**src/rtl/operand_debounce.sv**
```systemverilog
// operand_debounce
//   Front end for the 2-bit greater-than comparator on the prototyping board.
//   Raw switch/pushbutton levels are brought into the clk domain through a
//   two-flop synchronizer, then debounced as a single word: the synchronized
//   value must hold unchanged for CNT_MAX consecutive timing cycles before it
//   is committed to db. Any bit change restarts timing for the whole word.
//
//   Optional feature macro: OPERAND_DEBOUNCE_GT_FLAG_EN
//     When defined, adds registered output agtb = (a > b) unsigned, updated on
//     the same edge as db so it stays aligned with a and b.
//
// Parameters
//   W        total switch bits (even); upper half = operand a, lower half = b
//   CNT_MAX  stable cycles required before commit (>= 2)
//   CNT_W    counter width, 2**CNT_W > CNT_MAX
//
// Ports
//   clk      system clock, rising edge
//   reset    synchronous, active-high reset
//   sw       raw asynchronous switch levels (W bits)
//   db       debounced switch word (W bits, registered)
//   a        db[W-1:W/2], straight wiring
//   b        db[W/2-1:0], straight wiring
//   db_tick  one-cycle pulse on the cycle db takes a new value
//   busy     high while a candidate value is being timed
//   agtb     (macro only) registered a > b flag of the committed word

module operand_debounce #(
  parameter int W       = 4,
  parameter int CNT_MAX = 1000000,
  parameter int CNT_W   = 20
) (
  input  logic           clk,
  input  logic           reset,
  input  logic [W-1:0]   sw,
  output logic [W-1:0]   db,
  output logic [W/2-1:0] a,
  output logic [W/2-1:0] b,
  output logic           db_tick,
  output logic           busy
`ifdef OPERAND_DEBOUNCE_GT_FLAG_EN
  ,
  output logic           agtb
`endif
);

  typedef enum logic {
    STABLE = 1'b0,
    WAIT   = 1'b1
  } state_t;

  localparam logic [CNT_W-1:0] CNT_LAST = CNT_W'(CNT_MAX - 1);

  state_t           state;
  state_t           state_next;

  logic [W-1:0]     sync_ff1;
  logic [W-1:0]     raw_s;

  logic [W-1:0]     cand;
  logic [W-1:0]     cand_next;
  logic [CNT_W-1:0] cnt;
  logic [CNT_W-1:0] cnt_next;
  logic [W-1:0]     db_next;
  logic             tick_next;

  // Two-flop synchronizer; nothing else looks at sw.
  always_ff @(posedge clk) begin
    if (reset) begin
      sync_ff1 <= '0;
      raw_s    <= '0;
    end else begin
      sync_ff1 <= sw;
      raw_s    <= sync_ff1;
    end
  end

  // State and datapath registers. busy is registered from the next state so
  // it rises on the same edge the FSM enters WAIT.
  always_ff @(posedge clk) begin
    if (reset) begin
      state   <= STABLE;
      cand    <= '0;
      cnt     <= '0;
      db      <= '0;
      db_tick <= 1'b0;
      busy    <= 1'b0;
    end else begin
      state   <= state_next;
      cand    <= cand_next;
      cnt     <= cnt_next;
      db      <= db_next;
      db_tick <= tick_next;
      busy    <= (state_next == WAIT);
    end
  end

  // Next-state and datapath decisions. In WAIT, the bounce-back test comes
  // first; a new glitch value restarts timing; otherwise the counter advances
  // until CNT_LAST, at which point the candidate is committed.
  always_comb begin
    state_next = state;
    cand_next  = cand;
    cnt_next   = cnt;
    db_next    = db;
    tick_next  = 1'b0;
    case (state)
      STABLE: begin
        if (raw_s != db) begin
          cand_next  = raw_s;
          cnt_next   = '0;
          state_next = WAIT;
        end
      end
      WAIT: begin
        if (raw_s == db) begin
          cnt_next   = '0;
          state_next = STABLE;
        end else if (raw_s != cand) begin
          cand_next = raw_s;
          cnt_next  = '0;
        end else if (cnt == CNT_LAST) begin
          db_next    = cand;
          tick_next  = 1'b1;
          cnt_next   = '0;
          state_next = STABLE;
        end else begin
          cnt_next = cnt + CNT_W'(1);
        end
      end
      default: begin
        state_next = STABLE;
        cnt_next   = '0;
      end
    endcase
  end

`ifdef OPERAND_DEBOUNCE_GT_FLAG_EN
  // Flag is computed from the candidate on the commit edge, so it lands on
  // the same edge as db.
  always_ff @(posedge clk) begin
    if (reset) begin
      agtb <= 1'b0;
    end else if (tick_next) begin
      agtb <= (cand[W-1:W/2] > cand[W/2-1:0]);
    end
  end
`endif

  assign a = db[W-1:W/2];
  assign b = db[W/2-1:0];

  // Invariants of the timing scheme.
  a_tick_single : assert property (@(posedge clk) disable iff (reset)
    db_tick |=> !db_tick);
  a_cnt_bound : assert property (@(posedge clk) disable iff (reset)
    cnt <= CNT_LAST);
  a_busy_state : assert property (@(posedge clk) disable iff (reset)
    busy == (state == WAIT));

endmodule

```
**config.mk**
```make
export PLATFORM = sky130hd
export DESIGN_NAME = operand_debounce
export DESIGN_NICKNAME = d
export VERILOG_FILES = /design/src/rtl/operand_debounce.sv
export SDC_FILE = /design/constraint.sdc
export NUM_CORES = 1
export LEC_CHECK = 0
export ABC_AREA = 1
export CORE_ASPECT_RATIO = 0.8
export CORE_MARGIN = 2
export CORE_UTILIZATION = 35
export CTS_CLUSTER_DIAMETER = 40
export CTS_CLUSTER_SIZE = 20
export DETAILED_ROUTE_END_ITERATION = 10
export PLACE_DENSITY = 0.55
export SLEW_MARGIN = 10
export SYNTH_ARGS = -nofsm -noshare
export SYNTH_HDL_FRONTEND = slang
export SYNTH_SLANG_ARGS = --single-unit
export TNS_END_PERCENT = 20
```
**constraint.sdc**
```tcl
create_clock -name clk -period 3 [get_ports clk]
set_input_delay 0.3 -clock clk [delete_from_list [all_inputs] [get_ports clk]]
set_output_delay 0.3 -clock clk [all_outputs]
set_load 0.05 [all_outputs]
```
==> results.cfg <==
[synthesis]
synth-seq-cells = 38
yosysUniqueCellTypes = 26
syn_area_sq_mm = 0.00218
netlist_instances = 334
yosysSeqAreaShare_pct = 35.0
avgSynthCellArea_sq_um = 6.51
syn-num-nets = 341
yosys_warnings = 0

[place]
gp_congestion = 0.776
port_buffers = 15
place_inst = 419
hpwl_microns = 3380
dpl_worst_slack_ns = 1.18

[timing]
setup_viol = 0
worstMarginPinSlew_ns = 0.503
skew_ns = 0.00330
grt_setup_unrepaired = false
hold_viol = 0
min_period_ns = 1.87
tns_ns = 0
layout_setup_ws_ns = 1.13
slew_violations = 0
relSlewSlack_pct = 66.4
max_freq_mhz = 536
fin_crit_sh_pct = 62.2

[power]
p_clk_share_pct = 46.0
p_leak_nw = 0.976
power.total_mw = 1.15
p_sw_uw = 269
max-vdd-ir-drop_mv = 0.192
pwr-share-seq_pct = 45.8
internal_power_uw = 880
power.share.combinational_pct = 8.2
power.density_mw_per_mm2 = 461
switching_share_pct = 23.4

[clocking]
clkTransAtPathRegs_ns = 0.08
cts_tree = yes
clkLatencyLatePin_ns = 0.29
cts_resized = 0
postCtsHoldBufs = 0
cts_setup_buffers = 0
cts.sinks = 38
clk_path_buf_depth = 2
htreeDepth = 2
cts-root-buf = clkbuf_8
cts_buffers = 5

[layout]
areaGrowthSynthToFinish_pct = 14.4
diodes = 0
seq_area_sq_um = 761
layout-drive-gt1-share_pct = 10.7
multi_input_area_sq_mm = 0.00117
instances_no_fill = 427
final_util_pct = 41.9
nets = 352
fill_cells = 639

[setup_path]
slowest_stage = clkdlybuf4s50_1
cp_cell_sequence = clkdlybuf4s50_1
r2r_cells = 8
cp.arrival_ns = 1.57
endpoint_kind = output pin
crit_buf_inv = 1
slowest_delay_ns = 0.85
crit_path_start_kind = flop
path_class = reg2out
required_ns = 2.70
cp.depth = 1
cp_top_family = buffers and inverters
path_max_fanout = 4

[floorplanning]
boundaryPins = 16
die_y_microns = 74.5
start_util_pct = 36.6
die-area_sq_mm = 0.00687
die_w_microns = 92.2
design.core.area_sq_mm = 0.00594
num_rows = 25

[detailed_routing]
ant_nets = 0
drt_wl_total_microns = 4620
first_pass_iters = 4
num_vias = 1872
remaining_drc_errors = 0
initialDrtViolationCount = 102
vias_per_cell = 4.38
wl_per_cell_microns = 10.8

[flow_run]
cap_violations = 0

[global_route]
grt_overflow_total = 0
grt_pass1_wl_microns = 8070
antenna_found_initial = 0
grt_use_total_pct = 15.0
grt_max_degree = 27
grt_pass1_vias = 1661

[status]
status = completed

[min_path]
hold_path_depth = 2
hold_path.class = reg2reg
==> worst paths after layout <==
path               startpoint       end  slack (ns)
setup / recovery        state      busy        1.13
hold / removal    sync_ff1[0]  raw_s[0]        0.41
setup reg to reg     raw_s[0]   cnt[18]        1.16
hold reg to reg   sync_ff1[0]  raw_s[0]        0.41
==> metal layers <==
layer,share of wire (%),up-vias,track usage (%)
met5,0,-,0
met4,0.76,0,4.48
met3,4.1,2,3.44
met2,38,29,20.8
met1,57,808,22.9
li1,-,1033,-
==> kinds of logic after synthesis <==
logic type                 after synthesis  synth area share, %
and+or+nand+nor                        200                 38.4
buffers and inverters                   54                 11.2
DFF                                     38                 35.0
AOI/OAI and AO/OA                       30                 10.4
xor gates and xnor gates                11                 4.43
adders and majority gates                1                0.575
==> stage by stage <==
| stage | instance area (sq um) | hold slack (ns) |
|---|---|---|
| finish | 2490 | 0.406 |
| global route | 2490 | 0.422 |
| CTS | 2490 | 0.406 |
| detailed placement | 2350 | 0.394 |
| global placement | 2350 | 0.392 |
| floorplan | 2180 | 0.388 |
==> sequential cells by signal (all words and copies together), names as in the netlist <==
| signal | flops |
|---|---|
| cand | 4 |
| cnt | 20 |
| db | 4 |
| db_tick | 1 |
| raw_s | 4 |
| state | 1 |
| sync_ff1 | 4 |
==> cells in the mapped netlist <==
cell type	number	share of area, %
nand3_1	11	2.5
and2_0	1	0.29
and2_1	1	0.29
clkbuf_1	3	0.52
a21boi_0	1	0.35
buf_4	4	1.4
dfxtp_1	38	35
nor3_1	3	0.69
nand4_1	3	0.86
nor2_4	3	1.6
buf_6	3	1.6
buf_2	3	0.69
xnor2_1	5	2.0
o21ai_0	9	2.1
nor2_1	64	11
ha_1	1	0.57
nand3_2	2	0.92
o21bai_1	1	0.35
inv_1	40	6.9
nand3b_1	1	0.35
a21oi_2	19	7.6
nand2_4	1	0.52
nand4_2	1	0.57
inv_2	1	0.17
nand2_1	109	19
xor2_1	6	2.4
==> cell usage in the layout, fill, tap and decap left out <==
cell and instances:
dfxtp_1 38, and2_0 1, nand3_2 2, nor2_4 3
nand2_4 1, clkdlybuf4s50_1 15, a21boi_0 1, ha_1 1
nor3_1 3, and2_1 1, xor2_1 6, nand3b_1 1
inv_2 1, nor2_1 64, bufinv_16 2, clkbuf_8 5
nand2_1 109, nand4_1 3, o21ai_0 9, nand4_2 1
a21oi_2 19, inv_1 40, buf_4 2, xnor2_1 5
clkinv_4 1, nand3_1 11, o21bai_1 1
==> final cells by class <==
class / instances / share of cell area, %
Inverter: 41 / 6.18
Timing Repair Buffer: 17 / 6.63
Clock buffer: 5 / 2.76
Sequential cell: 38 / 30.6
Multi-Input combinational cell: 242 / 47.0
Tap cell: 81 / 4.07
Clock inverter: 3 / 2.76
==> power groups by stage <==
stage	combinational [mW]	sequential (mW)	clock [mW]
detailed placement	0.0955	0.538	0
finish	0.0940	0.526	0.528
CTS	0.0962	0.526	0.539
global route	0.109	0.528	0.557
global placement	0.0954	0.538	0
floorplan	0.0758	0.539	0
Power figures use the tool's default switching activity.
